File: config.mk
export PLATFORM = sky130hd
export DESIGN_NAME = mem_arbiter_flat
export DESIGN_NICKNAME = d
export VERILOG_FILES = /design/src/rtl/mips_pkg.sv /design/src/rtl/mem_arbiter_if.sv /design/src/rtl/arb_wdog.sv /design/src/rtl/mem_arbiter.sv /design/src/flat_wrapper.sv
export SDC_FILE = /design/constraint.sdc
export NUM_CORES = 1
export LEC_CHECK = 0
export CELL_PAD_IN_SITES_DETAIL_PLACEMENT = 1
export CELL_PAD_IN_SITES_GLOBAL_PLACEMENT = 2
export CORE_ASPECT_RATIO = 0.75
export CORE_MARGIN = 2
export CORE_UTILIZATION = 23
export DETAILED_ROUTE_END_ITERATION = 6
export PLACE_DENSITY = 0.78
export SYNTH_ARGS = -nofsm -noshare
export SYNTH_HDL_FRONTEND = slang
export SYNTH_SLANG_ARGS = --single-unit
File: constraint.sdc
create_clock -name clk -period 1.9 [get_ports clk]
set_input_delay 0.475 -clock clk [delete_from_list [all_inputs] [get_ports clk]]
set_output_delay 0.475 -clock clk [all_outputs]
set_load 0.03 [all_outputs]
File: src/rtl/mips_pkg.sv
// rtl/mips_pkg.sv - shared state type, error word and parameter defaults for the memory arbiter
package mips_pkg;

    typedef enum logic [1:0] {
        IDLE   = 2'd0,
        BUSY_I = 2'd1,
        BUSY_D = 2'd2
    } arb_state_t;

    localparam logic [31:0] ARB_ERR_DATA   = 32'hDEAD_BEEF;
    localparam int          ARB_TIMEOUT    = 16;
    localparam int          ARB_STARVE_MAX = 4;

endpackage

File: src/rtl/mem_arbiter_if.sv
// rtl/mem_arbiter_if.sv - fetch, data and shared memory port bundle for the memory arbiter
interface mem_arbiter_if;

    logic        if_req;
    logic [31:0] if_addr;
    logic        if_ack;
    logic [31:0] if_rdata;

    logic        dm_req;
    logic        dm_we;
    logic [31:0] dm_addr;
    logic [31:0] dm_wd;
    logic        dm_ack;
    logic [31:0] dm_rdata;

    logic        stall_f;
    logic        stall_m;

    logic        mem_req;
    logic        mem_we;
    logic [31:0] mem_addr;
    logic [31:0] mem_wd;
    logic        mem_ack;
    logic [31:0] mem_rdata;

    logic        err;

    modport slave (
        input  if_req, if_addr, dm_req, dm_we, dm_addr, dm_wd, mem_ack, mem_rdata,
        output if_ack, if_rdata, dm_ack, dm_rdata, stall_f, stall_m,
               mem_req, mem_we, mem_addr, mem_wd, err
    );

    modport master (
        output if_req, if_addr, dm_req, dm_we, dm_addr, dm_wd, mem_ack, mem_rdata,
        input  if_ack, if_rdata, dm_ack, dm_rdata, stall_f, stall_m,
               mem_req, mem_we, mem_addr, mem_wd, err
    );

endinterface

File: src/rtl/arb_wdog.sv
// rtl/arb_wdog.sv - grant-to-ack watchdog counter; expire flags the last permitted busy cycle
module arb_wdog
    import mips_pkg::*;
#(
    parameter int TIMEOUT = ARB_TIMEOUT
) (
    input  logic clk,
    input  logic rst,
    input  logic clr,
    input  logic en,
    output logic expire
);

    logic [7:0] wd_cnt_q;
    logic [7:0] wd_cnt_d;

    always_comb begin
        wd_cnt_d = wd_cnt_q;
        if (clr) begin
            wd_cnt_d = '0;
        end else if (en) begin
            wd_cnt_d = wd_cnt_q + 8'd1;
        end
    end

    always_ff @(posedge clk) begin
        if (rst) begin
            wd_cnt_q <= '0;
        end else begin
            wd_cnt_q <= wd_cnt_d;
        end
    end

    assign expire = (wd_cnt_q == 8'(TIMEOUT - 1));

endmodule

File: src/rtl/mem_arbiter.sv
// rtl/mem_arbiter.sv - arbitrates fetch and data requests onto one shared memory port
module mem_arbiter
    import mips_pkg::*;
#(
    parameter int TIMEOUT    = ARB_TIMEOUT,
    parameter int STARVE_MAX = ARB_STARVE_MAX
) (
    input  logic         clk,
    input  logic         rst,
    mem_arbiter_if.slave bus
);

    localparam logic [3:0] STARVE_LIM = 4'(STARVE_MAX);

    arb_state_t  state_q, state_d;
    logic        mem_req_q, mem_req_d;
    logic        mem_we_q, mem_we_d;
    logic [31:0] mem_addr_q, mem_addr_d;
    logic [31:0] mem_wd_q, mem_wd_d;
    logic        if_ack_q, if_ack_d;
    logic        dm_ack_q, dm_ack_d;
    logic [31:0] if_rdata_q, if_rdata_d;
    logic [31:0] dm_rdata_q, dm_rdata_d;
    logic        err_q, err_d;
    logic [3:0]  starve_q, starve_d;
    logic        grant;
    logic        fetch_prio;
    logic        wd_expire;

    arb_wdog #(.TIMEOUT(TIMEOUT)) u_wdog (
        .clk    (clk),
        .rst    (rst),
        .clr    (grant),
        .en     ((state_q != IDLE) && !bus.mem_ack),
        .expire (wd_expire)
    );

    // A starved fetch only preempts data when it is actually requesting.
    assign fetch_prio = bus.if_req && (starve_q == STARVE_LIM);

    always_comb begin
        state_d    = state_q;
        mem_req_d  = mem_req_q;
        mem_we_d   = mem_we_q;
        mem_addr_d = mem_addr_q;
        mem_wd_d   = mem_wd_q;
        if_rdata_d = if_rdata_q;
        dm_rdata_d = dm_rdata_q;
        starve_d   = starve_q;
        if_ack_d   = 1'b0;
        dm_ack_d   = 1'b0;
        err_d      = 1'b0;
        grant      = 1'b0;
        case (state_q)
            IDLE: begin
                if (bus.dm_req && !fetch_prio) begin
                    grant      = 1'b1;
                    state_d    = BUSY_D;
                    mem_req_d  = 1'b1;
                    mem_we_d   = bus.dm_we;
                    mem_addr_d = bus.dm_addr;
                    mem_wd_d   = bus.dm_wd;
                    if (bus.if_req && (starve_q < STARVE_LIM)) begin
                        starve_d = starve_q + 4'd1;
                    end
                end else if (bus.if_req) begin
                    grant      = 1'b1;
                    state_d    = BUSY_I;
                    mem_req_d  = 1'b1;
                    mem_we_d   = 1'b0;
                    mem_addr_d = bus.if_addr;
                    starve_d   = '0;
                end
            end
            BUSY_I: begin
                if (bus.mem_ack || wd_expire) begin
                    state_d    = IDLE;
                    mem_req_d  = 1'b0;
                    if_ack_d   = 1'b1;
                    err_d      = !bus.mem_ack;
                    if_rdata_d = bus.mem_ack ? bus.mem_rdata : ARB_ERR_DATA;
                end
            end
            BUSY_D: begin
                // mem_ack wins over a simultaneous watchdog expiry.
                if (bus.mem_ack || wd_expire) begin
                    state_d   = IDLE;
                    mem_req_d = 1'b0;
                    mem_we_d  = 1'b0;
                    dm_ack_d  = 1'b1;
                    err_d     = !bus.mem_ack;
                    if (!mem_we_q) begin
                        dm_rdata_d = bus.mem_ack ? bus.mem_rdata : ARB_ERR_DATA;
                    end
                end
            end
            default: begin
                state_d   = IDLE;
                mem_req_d = 1'b0;
            end
        endcase
    end

    always_ff @(posedge clk) begin
        if (rst) begin
            state_q    <= IDLE;
            mem_req_q  <= 1'b0;
            mem_we_q   <= 1'b0;
            mem_addr_q <= '0;
            mem_wd_q   <= '0;
            if_ack_q   <= 1'b0;
            dm_ack_q   <= 1'b0;
            if_rdata_q <= '0;
            dm_rdata_q <= '0;
            err_q      <= 1'b0;
            starve_q   <= '0;
        end else begin
            state_q    <= state_d;
            mem_req_q  <= mem_req_d;
            mem_we_q   <= mem_we_d;
            mem_addr_q <= mem_addr_d;
            mem_wd_q   <= mem_wd_d;
            if_ack_q   <= if_ack_d;
            dm_ack_q   <= dm_ack_d;
            if_rdata_q <= if_rdata_d;
            dm_rdata_q <= dm_rdata_d;
            err_q      <= err_d;
            starve_q   <= starve_d;
        end
    end

    assign bus.mem_req  = mem_req_q;
    assign bus.mem_we   = mem_we_q;
    assign bus.mem_addr = mem_addr_q;
    assign bus.mem_wd   = mem_wd_q;
    assign bus.if_ack   = if_ack_q;
    assign bus.dm_ack   = dm_ack_q;
    assign bus.if_rdata = if_rdata_q;
    assign bus.dm_rdata = dm_rdata_q;
    assign bus.err      = err_q;
    assign bus.stall_f  = bus.if_req && !if_ack_q;
    assign bus.stall_m  = bus.dm_req && !dm_ack_q;

endmodule

File: src/flat_wrapper.sv
// flat-port wrapper written by rule: the top's interface ports become plain ports
module mem_arbiter_flat import mips_pkg::*;
#(
    parameter int TIMEOUT    = ARB_TIMEOUT,
    parameter int STARVE_MAX = ARB_STARVE_MAX
)
  (clk, rst, bus_if_req, bus_if_addr, bus_dm_req, bus_dm_we, bus_dm_addr, bus_dm_wd, bus_mem_ack, bus_mem_rdata, bus_if_ack, bus_if_rdata, bus_dm_ack, bus_dm_rdata, bus_stall_f, bus_stall_m, bus_mem_req, bus_mem_we, bus_mem_addr, bus_mem_wd, bus_err);
  mem_arbiter_if bus_i ();
  input  logic clk;
  input  logic rst;
  input wire logic [$bits(bus_i.if_req)-1:0] bus_if_req;
  input wire logic [$bits(bus_i.if_addr)-1:0] bus_if_addr;
  input wire logic [$bits(bus_i.dm_req)-1:0] bus_dm_req;
  input wire logic [$bits(bus_i.dm_we)-1:0] bus_dm_we;
  input wire logic [$bits(bus_i.dm_addr)-1:0] bus_dm_addr;
  input wire logic [$bits(bus_i.dm_wd)-1:0] bus_dm_wd;
  input wire logic [$bits(bus_i.mem_ack)-1:0] bus_mem_ack;
  input wire logic [$bits(bus_i.mem_rdata)-1:0] bus_mem_rdata;
  output wire logic [$bits(bus_i.if_ack)-1:0] bus_if_ack;
  output wire logic [$bits(bus_i.if_rdata)-1:0] bus_if_rdata;
  output wire logic [$bits(bus_i.dm_ack)-1:0] bus_dm_ack;
  output wire logic [$bits(bus_i.dm_rdata)-1:0] bus_dm_rdata;
  output wire logic [$bits(bus_i.stall_f)-1:0] bus_stall_f;
  output wire logic [$bits(bus_i.stall_m)-1:0] bus_stall_m;
  output wire logic [$bits(bus_i.mem_req)-1:0] bus_mem_req;
  output wire logic [$bits(bus_i.mem_we)-1:0] bus_mem_we;
  output wire logic [$bits(bus_i.mem_addr)-1:0] bus_mem_addr;
  output wire logic [$bits(bus_i.mem_wd)-1:0] bus_mem_wd;
  output wire logic [$bits(bus_i.err)-1:0] bus_err;
  assign bus_i.if_req = bus_if_req;
  assign bus_i.if_addr = bus_if_addr;
  assign bus_i.dm_req = bus_dm_req;
  assign bus_i.dm_we = bus_dm_we;
  assign bus_i.dm_addr = bus_dm_addr;
  assign bus_i.dm_wd = bus_dm_wd;
  assign bus_i.mem_ack = bus_mem_ack;
  assign bus_i.mem_rdata = bus_mem_rdata;
  assign bus_if_ack = bus_i.if_ack;
  assign bus_if_rdata = bus_i.if_rdata;
  assign bus_dm_ack = bus_i.dm_ack;
  assign bus_dm_rdata = bus_i.dm_rdata;
  assign bus_stall_f = bus_i.stall_f;
  assign bus_stall_m = bus_i.stall_m;
  assign bus_mem_req = bus_i.mem_req;
  assign bus_mem_we = bus_i.mem_we;
  assign bus_mem_addr = bus_i.mem_addr;
  assign bus_mem_wd = bus_i.mem_wd;
  assign bus_err = bus_i.err;
  mem_arbiter #(.TIMEOUT(TIMEOUT), .STARVE_MAX(STARVE_MAX)) u_core (.clk(clk), .rst(rst), .bus(bus_i));
endmodule
==> Yosys cells after proc, flatten, opt, wreduce, memory -nomap -nowiden <==
Index checks and enable logic that the tools add are counted.
{ "op_classes": {"add_sub_neg": 2, "magnitude_cmp": 1, "eq_ne": 8, "mux": 21, "n_bitwise": 5, "reduce_logical": 27} }
{ "op_table": {"columns": ["op", "n"], "rows": [
  ["2-to-1 mux 32 bit", 3],
  ["2-to-1 mux 4 bit", 3],
  ["2-to-1 mux 1 bit", 9],
  ["AND reduction 3 bit", 3],
  ["adder 8 x 1 -> 8 bit (second input constant)", 1],
  ["== test 8 x 4 -> 1 bit (second input constant)", 1],
  ["AND reduction 2 bit", 4],
  ["OR reduction 2 bit", 4],
  ["logical AND 1 bit", 6],
  ["2-to-1 mux 2 bit", 3],
  ["nonzero test 2 bit", 3],
  ["inverter 1 bit", 5],
  ["adder 4 x 1 -> 4 bit (second input constant)", 1],
  ["== test 4 x 3 -> 1 bit (second input constant)", 1],
  ["zero test 1 bit", 4],
  ["< comparator 4 x 3 -> 1 bit (second input constant)", 1],
  ["inequality test 2 x 1 -> 1 bit (second input constant)", 2],
  ["case mux 1 bit (2 select lines)", 2],
  ["case mux 2 bit (2 select lines)", 1],
  ["inequality test 3 x 2 -> 1 bit (second input constant)", 1],
  ["OR reduction 3 bit", 1],
  ["== test 2 x 1 -> 1 bit (second input constant)", 1],
  ["== test 2 bit (second input constant)", 1],
  ["zero test 2 bit", 1],
  ["2 further kinds", 2]
]} }
{ "totals": {"ff_bits": 147, "input_bits": 134, "output_inout_bits": 135, "elab_cells": 76} }

==> Depth between registers and ports, before layout <==
Gate-level depths: netlist (run 1).
{ "logic_depth": {"word_depth": 7, "ltp_mapped": 9, "ltp_nobuf": 6} }

==> Cells and area by module <==
Synthesis (run 1) repeated with hierarchy kept, for this count alone.
{ "unflattened": {"hier_cells": 673, "area_unflattened_um2": 5936.9} }
{ "modules_own_cells": {"columns": ["module", "instances", "cells_per_inst", "area_each_um2", "seq_area_each_um2"], "rows": [
  ["mem_arbiter", 1, 633, 5579.1, 2782.7],
  ["arb_wdog", 1, 40, 357.8, 160.2]
]} }

==> Least setup slack after synthesis (run 1) <==
OpenSTA, ideal clock, no wires.
{ "synth_path": {"path_kind": "register -> register", "start": "register u_core.u_wdog.wd_cnt_q[0]", "end": "register u_core.if_rdata_q[10] (netlist: u_core.bus.if_rdata[10])", "setup_ps": 119, "arrival_time_ps": 1420, "t_required_ps": 1781, "path_slack_ps": 361, "path_stages_with_launch": 7, "path_buffers": 1, "synth_period_minus_slack_ps": 1539, "cell_sequence": "dfxtp_1 ha_1 and4bb_4 a21oi_4 nor2_4 buf_6 o221a_1"} }
{ "synth_between": {"elab_chain_cells": 3} }
{ "synth_lines": {"columns": ["item", "line", "source"], "rows": [
  ["start: declaration", "arb_wdog.sv:14", "logic [7:0] wd_cnt_q;"],
  ["start signal: assignment", "arb_wdog.sv:30", "wd_cnt_q <= wd_cnt_d;"],
  ["== test 8 x 4 -> 1 bit", "arb_wdog.sv:34", "assign expire = (wd_cnt_q == 8'(TIMEOUT - 1));"],
  ["logical OR 1 bit", "mem_arbiter.sv:76", "if (bus.mem_ack || wd_expire) begin"],
  ["AND reduction 2 bit (no source line)", null, null],
  ["end signal: assignment", "mem_arbiter.sv:125", "if_rdata_q <= if_rdata_d;"],
  ["end: declaration", "mem_arbiter.sv:22", "logic [31:0] if_rdata_q, if_rdata_d;"]
]} }
Every way passes these cells.
A chain may end at the register's enable or synchronous reset.

==> Worst setup path in the final report (run 1) <==
{ "layout_path": {"start": "input bus_dm_req", "end": "output bus_stall_m"} }
{ "layout_between": {"elab_chain_cells": 1} }
{ "layout_lines": {"columns": ["item", "line", "source"], "rows": [
  ["start: declaration", "flat_wrapper.sv:13", "input wire logic [$bits(bus_i.dm_req)-1:0] bus_dm_req;"],
  ["logical AND 1 bit", "mem_arbiter.sv:142", "assign bus.stall_m = bus.dm_req && !dm_ack_q;"],
  ["end: declaration", "flat_wrapper.sv:24", "output wire logic [$bits(bus_i.stall_m)-1:0] bus_stall_m;"]
]} }
Every way passes these cells.

==> out/metrics.csv, run 1 <==
stage,metric,value,unit
logic_synthesis,synth_top_area_cell,dfxtp_1,
cells_and_area,area_growth,64.0,%
detailed_routing,routedWlPerCell,16.6,microns
die,core-area,24000,sq um
detailed_routing,totalWireLength,20.4,mm
detailed_routing,num_vias,5482,
cells_and_area,fin_util,38.5,%
die,die_width,185,microns
sta,tightest_slew,0.625,ns
logic_synthesis,syn_avg_cell_area,9.15,sq um
sta,rsz0062_at_grt,no,
worst_setup_path,cp_slowest_cell,clkdlybuf4s50_1,
min_path,min_from,u_core.bus.mem_wd[9],
sta,timing.fmax,538,MHz
global_routing,globalRouteMet3Util,4.71,%
detailed_routing,drcViolationCount,0,
placement,io_buffers,268,
sta,whs,0.452,ns
pwr,ir_drop,0.000624,V
cells_and_area,fill_cells,2769,
min_path,hp-class,flip-flop to flip-flop,
sta,min_period_over_period,97.9,%
worst_setup_path,worstPathMaxFanout,7,
logic_synthesis,synth_cell_types,45,
worst_setup_path,cpPeakStageDelay,0.49,ns
pwr,power,8.43,mW
detailed_routing,viasPerCell,4.47,
cts,clk_pin_slew,0.06,ns
worst_setup_path,crit_arrival,1.38,ns
worst_setup_path,required,1.42,ns
worst_setup_path,reg2reg_slack,0.12,ns
logic_synthesis,synthTopCellsByArea,"dfxtp_1, nand2_1, o221a_1, a21oi_1, o21ai_0",
global_routing,grt_max_degree,65,
cts,cts_root_buf,clkbuf_16,
status,status,"finished, final reports clean",
detailed_routing,ant_nets,0,
global_routing,grtUsageTotal,15.5,%
cts,ctsHoldBuffers,0,
detailed_routing,drtIter0Drc,203,
die,dieArea,25700,sq um
logic_synthesis,syn-num-nets,755,
logic_synthesis,synth_seq_cells,147,
worst_setup_path,ff2ff_path_depth,5,
worst_setup_path,cp-start-kind,input pin,
worst_setup_path,timing.rr.end,u_core.bus.dm_rdata[26],
placement,pre_cts_ws,-0.171,ns
global_routing,grt_use_met1,21.2,%
logic_synthesis,synth_area,5630,sq um
cts,cts_buffer_depth,2,
worst_setup_path,cp_cell_sequence,"clkdlybuf4s50_1, buf_6, nor2b_4, buf_4",
pwr,powerDensity,913,nW/um^2
min_path,min_to,u_core.bus.mem_wd[9],
die,ioPinCount,269,
sta,fin_ws,0.0408,ns
global_routing,busiest_layer,met2,
die,num_rows,49,
sta,post-route-min-period,1.86,ns
sta,setup_viol,0,
worst_setup_path,critPathCaptureType,primary output,
placement,place_hpwl,14.4,mm
die,die_h,139,microns
cells_and_area,layout-drive-gt1-share,9.94,%
global_routing,grt_pass1_vias,5411,
detailed_routing,drtPass1Iterations,6,
cts,cts_max_level,4,
cells_and_area,nets,1022,
global_routing,grt_util_met2,23.7,%
sta,skew,0.0133,ns
job,maxCapViolations,0,
min_path,min_path_cells,2,
global_routing,grt_overflow,0,
sta,drv_slew,0,
global_routing,antenna_found_initial,0,
cells_and_area,final_cells,1226,
global_routing,grt_pass1_wl,31.2,mm
logic_synthesis,yosysSeqAreaShare,52.3,%
logic_synthesis,yosysWarningCount,0,
sta,hold_violations,0,
logic_synthesis,synth_top_area_share,52.3,%
cells_and_area,antenna_cells,0,
worst_setup_path,critical_path_class,input pin to primary output,
worst_setup_path,rr_startpoint,u_core.u_wdog.wd_cnt_q[0],
pwr,leakage,3.96,nW
cells_and_area,final_area,9230,sq um
placement,dpl_cell_area,8780,sq um
sta,setup-tns-final,0,ns
logic_synthesis,syn_inst,615,
sta,maxSlewHeadroom,58.3,%
cts,cts_buffers,17,
cts,worstSkewPairLatency,0.42,ns
placement,globalplace.congestion,0.741,
cts,numClockSinks,147,
die,floorplan.initialDensity,23.5,%
cts,cts_tree,done,
placement,dp_cells,1192,
-- critical path, delay by kind of cell --
kind	cells	cell delay, ns
AND/OR/NAND/NOR	1	0.13
buffers and inverters	3	0.78
-- where the power goes --
group | total [mW] | switching (mW) | internal, mW | leakage, nW
clock network | 3.35 | 1.47 | 1.89 | 0.286
registers | 3.39 | 0.0977 | 3.29 | 1.20
logic | 1.68 | 0.983 | 0.699 | 2.47
-- cell families (layout without fill, tap and decap cells) --
group | after synthesis | after routing | synth area share, %
adder cells (fa/ha/maj) | 6 | 6 | 1.33
flip-flops | 147 | 147 | 52.3
AO/OA/AOI/OAI | 194 | 194 | 24.2
XOR/XNOR | 7 | 7 | 1.09
buffers and inverters | 61 | 341 | 5.27
AND/OR/NAND/NOR | 200 | 200 | 15.8
-- synthesized netlist by cell type (all sizes together) --
library cell  number
nor2b              4
a211oi             1
and2               5
dfxtp            147
ha                 6
a31oi             33
a21oi             52
or4                1
o22ai              1
nand2            144
o221a             49
o31ai              3
nand3b             1
nand3              9
xor2               6
nor2              15
nand2b             2
nor3               5
clkbuf            21
inv                9
nand4b             1
a21boi             2
xnor2              1
o32ai              1
o21a               1
nor4bb             1
and3               1
or2                2
and4bb             2
o21ai             50
or3b               1
nor3b              1
buf               31
a31o               1
nand4              5
-- sequential cells by signal, summed over array words and instances (netlist names) --
register	count
u_core.bus.mem_wd	32
u_core.bus.dm_rdata	32
u_core.state_q	2
u_core.u_wdog.wd_cnt_q	8
u_core.bus.mem_we	1
u_core.bus.if_ack	1
u_core.bus.mem_addr	32
u_core.bus.err	1
u_core.bus.if_rdata	32
u_core.bus.dm_ack	1
u_core.starve_q	4
u_core.bus.mem_req	1
-- metal layers --
metal / share of wire, % / wire [microns]
met1: 49 / 9920
met2: 43 / 8820
met3: 6.9 / 1410
met4: 1.1 / 221
met5: 0 / 0
-- worst max-delay path by stage --
stage                                    from                       to
floorplan           u_core.u_wdog.wd_cnt_q[0]  u_core.bus.if_rdata[10]
global placement                   bus_if_req  u_core.bus.mem_addr[20]
detailed placement                bus_mem_ack  u_core.bus.dm_rdata[16]
CTS                                bus_dm_req              bus_stall_m
global route                       bus_dm_req              bus_stall_m
finish                             bus_dm_req              bus_stall_m
-- area by class of cell --
cell class              count  area [sq um]  share of cell area [%]
clock buffers              19           443                    4.80
flip-flops and latches    147          2940                    31.9
inverters                   9          33.8                   0.366
multi-input cells         407          2400                    26.0
clock inverters            13           143                    1.55
repair buffers            300          2850                    30.9
well taps                 331           414                    4.49
-- cells in the final DEF (no fill, tap or decap), types with 4 or more instances in the layout --
master,count
a31oi_1,33
dfxtp_1,146
buf_4,25
nor3_1,5
inv_6,4
o221a_2,9
a21oi_1,50
nand2_1,144
clkbuf_16,17
ha_1,5
o21ai_0,50
nand4_1,5
dlygate4sd2_1,133
o221a_1,40
nor2_1,13
buf_12,8
clkdlybuf4s50_1,131
nand3_1,9
xor2_1,6
and2_1,5
inv_1,8
-- repair_timing --
action,CTS,global route
endpoints found under the setup margin,134,44
buffers inserted,0,2
resized for setup,134,4
pin swaps,0,1
endpoints found under the hold margin,0,0
(Power assumes the default switching activity.)
==> run 2: changes to the inputs <==
--- a/config.mk
+++ b/config.mk
@@ -5,6 +5,7 @@
 export SDC_FILE = /design/constraint.sdc
 export NUM_CORES = 1
 export LEC_CHECK = 0
+export ABC_CLOCK_PERIOD_IN_PS = 1900
 export CELL_PAD_IN_SITES_DETAIL_PLACEMENT = 1
 export CELL_PAD_IN_SITES_GLOBAL_PLACEMENT = 2
 export CORE_ASPECT_RATIO = 0.75
@@ -12,6 +13,7 @@
 export CORE_UTILIZATION = 23
 export DETAILED_ROUTE_END_ITERATION = 6
 export PLACE_DENSITY = 0.78
+export SKIP_LAST_GASP = 1
 export SYNTH_ARGS = -nofsm -noshare
 export SYNTH_HDL_FRONTEND = slang
 export SYNTH_SLANG_ARGS = --single-unit
==> out/metrics.csv, run 2 (synthesized netlist as in run 1, its figures left out) <==
stage,metric,value,unit
cts,cts_buffer_depth,2,
cells_and_area,area_growth,64.0,%
sta,timing.fmax,538,MHz
detailed_routing,ant_nets,0,
min_path,hp-class,flip-flop to flip-flop,
worst_setup_path,critical_path_class,input pin to primary output,
worst_setup_path,cp_slowest_cell,clkdlybuf4s50_1,
placement,globalplace.congestion,0.741,
die,die_width,185,microns
worst_setup_path,critPathLaunch,bus_dm_req,
cts,cts_buffers,17,
worst_setup_path,endpoint,bus_stall_m,
cts,clk_pin_slew,0.06,ns
worst_setup_path,ff2ff_path_depth,5,
global_routing,grt_pass1_vias,5411,
worst_setup_path,required,1.42,ns
sta,tightest_slew,0.635,ns
global_routing,grt_max_degree,65,
die,dieArea,25700,sq um
global_routing,antenna_found_initial,0,
detailed_routing,routedWlPerCell,16.6,microns
die,num_rows,49,
pwr,powerDensity,914,nW/um^2
sta,drv_slew,0,
sta,maxSlewHeadroom,57.6,%
die,floorplan.initialDensity,23.5,%
detailed_routing,drtPass1Iterations,4,
die,ioPinCount,269,
detailed_routing,viasPerCell,4.45,
global_routing,grtUsageTotal,15.5,%
cells_and_area,final_cell_mix,"dfxtp_1, nand2_1, dlygate4sd2_1",
worst_setup_path,reg2reg_slack,0.06,ns
status,status,"finished, final reports clean",
worst_setup_path,cp_cell_sequence,"clkdlybuf4s50_1, buf_6, nor2b_4, buf_4",
cells_and_area,final_common_cell,dfxtp_1,
placement,io_buffers,268,
worst_setup_path,rr_startpoint,u_core.u_wdog.wd_cnt_q[0],
placement,place_hpwl,14.4,mm
sta,setup_viol,0,
cts,cts_tree,done,
sta,post-route-min-period,1.86,ns
global_routing,grt_pass1_wl,31.2,mm
worst_setup_path,critPathCaptureType,primary output,
cts,cts_root_buf,clkbuf_16,
die,die_h,139,microns
cts,cts_max_level,4,
cts,numClockSinks,147,
pwr,leakage,3.96,nW
sta,skew,0.0125,ns
cells_and_area,fin_util,38.5,%
pwr,ir_drop,0.000625,V
worst_setup_path,crit_arrival,1.38,ns
job,maxCapViolations,0,
sta,hold_violations,0,
detailed_routing,num_vias,5461,
cells_and_area,antenna_cells,0,
cells_and_area,nets,1022,
worst_setup_path,cp_top_family,buffers and inverters,
global_routing,grt_overflow,0,
sta,rsz0062_at_grt,yes,
cts,ctsHoldBuffers,0,
cells_and_area,layout-drive-gt1-share,9.72,%
worst_setup_path,timing.rr.end,u_core.bus.dm_rdata[28],
sta,setup-tns-final,0,ns
sta,min_period_over_period,97.9,%
detailed_routing,drcViolationCount,0,
cts,worstSkewPairLatency,0.42,ns
die,core-area,24000,sq um
worst_setup_path,cp-start-kind,input pin,
worst_setup_path,cpPeakStageDelay,0.49,ns
detailed_routing,totalWireLength,20.4,mm
worst_setup_path,path_buf_inv,3,
detailed_routing,drtIter0Drc,204,
worst_setup_path,crit_cells,4,
worst_setup_path,worstPathMaxFanout,7,
-- run 2: cell count changes in the layout (fill, tap and decap cells not counted) --
cell	previous run	this run
ha_2	1	0
ha_1	5	6
dfxtp_1	146	147
dfxtp_2	1	0
-- run 2: worst min path at each step --
stage                          startpoint                    end  slack, ns  cells past startpoint
floorplan              u_core.starve_q[3]     u_core.starve_q[3]       0.45                      2
global placement    u_core.bus.mem_wd[28]  u_core.bus.mem_wd[28]       0.44                      2
detailed placement  u_core.bus.mem_wd[12]  u_core.bus.mem_wd[12]       0.45                      2
CTS                 u_core.bus.mem_wd[12]  u_core.bus.mem_wd[12]       0.45                      2
global route         u_core.bus.mem_wd[9]   u_core.bus.mem_wd[9]       0.47                      2
finish               u_core.bus.mem_wd[9]   u_core.bus.mem_wd[9]       0.45                      2
-- run 2: per-stage QoR --
stage               hold slack (ns)  total power [mW]  instances  setup WS, ns  instance area [sq um]
finish                        0.452              8.43       1226        0.0408                   9230
global route                  0.469              8.83       1226       -0.0429                   9230
CTS                           0.454              8.58       1224       0.00271                   9200
detailed placement            0.447              5.30       1192        -0.171                   8780
global placement              0.441              5.28       1192        -0.166                   8780
floorplan                     0.450              4.36        615         0.361                   5630
-- run 2: final cells by class --
cell class	instances	area, sq um
Tap cell	331	414
Inverter	9	33.8
Fill cell	2770	14700
Clock buffer	19	443
Clock inverter	13	143
Multi-Input combinational cell	407	2400
Sequential cell	147	2940
Timing Repair Buffer	300	2850
-- run 2: per-layer routing --
layer  vias to the layer above  track usage [%]  share of wire (%)  wire length (microns)
li1                       2723                -                  -                      -
met1                      2560             21.2                 48                   9850
met2                       163             23.7                 44                   8880
met3                        15             4.71                7.0                   1420
met4                         0             4.34                1.1                    221
met5                         -                0                  0                      0
-- run 2: what timing repair did --
action,4_1_cts,5_1_grt
gates cloned,0,0
buffers inserted,0,2
gates resized for setup,134,2
hold endpoints to repair,0,0
pin swaps,0,0
endpoints found under the setup margin,134,44
-- run 2: tightest hold or removal path, cell delays in order (launching register included) --
cell,delay [ns]
dfxtp_1,0.31
nand2_1,0.05
a21oi_1,0.05
-- run 2: power by group --
group	switching, mW	total, mW	internal [mW]
registers	0.0977	3.39	3.29
clock network	1.47	3.36	1.89
logic	0.984	1.68	0.699
total	2.55	8.43	5.88
==> run 3: changes to the inputs <==
--- a/config.mk
+++ b/config.mk
@@ -14,6 +14,7 @@
 export DETAILED_ROUTE_END_ITERATION = 6
 export PLACE_DENSITY = 0.78
 export SKIP_LAST_GASP = 1
+export SLEW_MARGIN = 20
 export SYNTH_ARGS = -nofsm -noshare
 export SYNTH_HDL_FRONTEND = slang
 export SYNTH_SLANG_ARGS = --single-unit
==> constraint.sdc (replaced) <==
create_clock -name clk -period 1.9 [get_ports clk]
set_input_delay 0.475 -clock clk [delete_from_list [all_inputs] [get_ports clk]]
set_output_delay 0.475 -clock clk [all_outputs]
set_load 0.1 [all_outputs]
==> out/metrics.csv, run 3 (synthesized netlist as in run 1, its figures left out) <==
stage,metric,value,unit
sta,setup_viol,0,
cts,postCtsSetupRepairBufs,0,
cts,cts_root_buf,clkbuf_16,
worst_setup_path,timing.rr.end,u_core.bus.mem_we,
global_routing,antenna_found_initial,1,
pwr,powerDensity,939,nW/um^2
die,num_rows,49,
sta,rsz0062_at_grt,no,
detailed_routing,totalWireLength,20.7,mm
sta,timing.fmax,587,MHz
placement,pre_cts_ws,-0.110,ns
pwr,clkPwrFrac,32.5,%
detailed_routing,viasPerCell,4.49,
placement,place_hpwl,15.4,mm
pwr,p_sw,3.74,mW
die,dieArea,25700,sq um
worst_setup_path,critPathCaptureType,flip-flop,
detailed_routing,drtIter0Drc,236,
global_routing,grtUsageTotal,16.3,%
worst_setup_path,worstPathMaxFanout,10,
global_routing,grt_pass1_vias,5579,
cells_and_area,final_area,10800,sq um
cts,numClockSinks,147,
min_path,min_to,u_core.starve_q[3],
worst_setup_path,ff2ff_path_depth,6,
pwr,power,10.2,mW
pwr,p_sw_share,36.8,%
worst_setup_path,critical_path_class,flip-flop to flip-flop,
cts,cts_tree,done,
worst_setup_path,crit_arrival,2.01,ns
detailed_routing,ant_nets,0,
sta,maxSlewHeadroom,67.2,%
worst_setup_path,cp-start-kind,flip-flop,
placement,dpl_cell_area,10300,sq um
sta,hold_violations,0,
global_routing,grt_pass1_wl,32.5,mm
global_routing,grt_overflow,0,
placement,dp_cells,1204,
sta,post-route-min-period,1.70,ns
pwr,pwr-share-comb,33.0,%
cts,worstSkewPairLatency,0.42,ns
pwr,leakage,4.11,nW
min_path,min_from,u_core.starve_q[3],
cts,cts_buffer_depth,2,
worst_setup_path,reg2reg_slack,0.20,ns
cts,clk_pin_slew,0.06,ns
min_path,hp-class,flip-flop to flip-flop,
cells_and_area,final_common_cell,dfxtp_1,
cts,cts_max_level,4,
job,maxCapViolations,0,
cells_and_area,final_cells,1237,
status,status,"finished, final reports clean",
die,die_h,139,microns
die,die_width,185,microns
sta,fin_ws,0.197,ns
die,core-area,24000,sq um
detailed_routing,drcViolationCount,0,
cts,cts_buffers,17,
detailed_routing,drtPass1Iterations,5,
sta,skew,0.0139,ns
worst_setup_path,required,2.21,ns
cells_and_area,final_cell_mix,"dfxtp_1, nand2_1, buf_12",
cells_and_area,layout-drive-gt1-share,25.5,%
pwr,p_seq_share,34.5,%
die,floorplan.initialDensity,23.5,%
min_path,min_path_cells,2,
pwr,p_int,6.43,mW
die,ioPinCount,269,
placement,globalplace.congestion,0.779,
global_routing,grt_max_degree,49,
cells_and_area,nets,1032,
worst_setup_path,rr_startpoint,u_core.u_wdog.wd_cnt_q[1],
sta,min_period_over_period,89.6,%
sta,whs,0.489,ns
sta,tightest_slew,0.491,ns
placement,io_buffers,268,
pwr,ir_drop,0.000664,V
sta,drv_slew,0,
detailed_routing,routedWlPerCell,16.7,microns
cells_and_area,area_growth,92.5,%
detailed_routing,num_vias,5558,
run 3: worst max-delay path by stage:
stage	start	cells past startpoint	end	slack, ns
2_1_floorplan	u_core.bus.mem_we	5	u_core.bus.dm_rdata[10]	0.04
3_3_place_gp	bus_if_req	5	u_core.state_q[0]	-0.13
3_5_place_dp	bus_if_req	6	u_core.bus.mem_addr[7]	-0.11
4_1_cts	bus_if_req	3	bus_stall_f	0.01
5_1_grt	u_core.state_q[1]	6	u_core.state_q[0]	0.1
6_report	u_core.u_wdog.wd_cnt_q[1]	6	u_core.bus.mem_we	0.20
run 3: repair_timing:
action | 4_1_cts | 5_1_grt
endpoints found under the setup margin | 1 | 1
hold endpoints to repair | 0 | 0
gates resized for setup | 2 | 1
hold buffers | 0 | 0
run 3: critical path, stage by stage (launching register included):
cell      delay (ns)
dfxtp_1         0.35
ha_1            0.24
and4bb_4        0.24
a21oi_4         0.25
buf_4           0.22
a211oi_1        0.08
a31o_2          0.21
run 3: per-stage QoR:
step           utilization, %  setup TNS (ns)
4_1_cts                  45.2               0
3_3_place_gp             42.8           -1.31
5_1_grt                  45.2               0
2_1_floorplan               -               0
3_5_place_dp             42.8           -4.38
6_report                 45.2               0
run 3: final cells by class:
cell class	instances	area (sq um)
Clock inverter	14	143
Fill cell	2572	13100
Tap cell	331	414
Timing Repair Buffer	310	4460
Sequential cell	147	2940
Multi-Input combinational cell	407	2400
Clock buffer	18	429
Antenna cell	1	2.50
Inverter	9	33.8
run 3: metal layers:
layer / track usage [%] / up-vias / wire (microns)
li1: - / 2739 / -
met1: 21.4 / 2652 / 9370
met2: 25.7 / 157 / 9690
met3: 4.95 / 10 / 1440
met4: 4.76 / 0 / 202
met5: 0 / - / 0
run 3: power groups by stage:
stage / Clock, mW / Combinational, mW / Sequential (mW)
finish: 3.31 / 3.36 / 3.51
global placement: 0 / 3.37 / 3.57
floorplan: 0 / 0.524 / 4.91
CTS: 3.42 / 3.39 / 3.51
detailed placement: 0 / 3.38 / 3.58
global route: 3.57 / 3.50 / 3.53
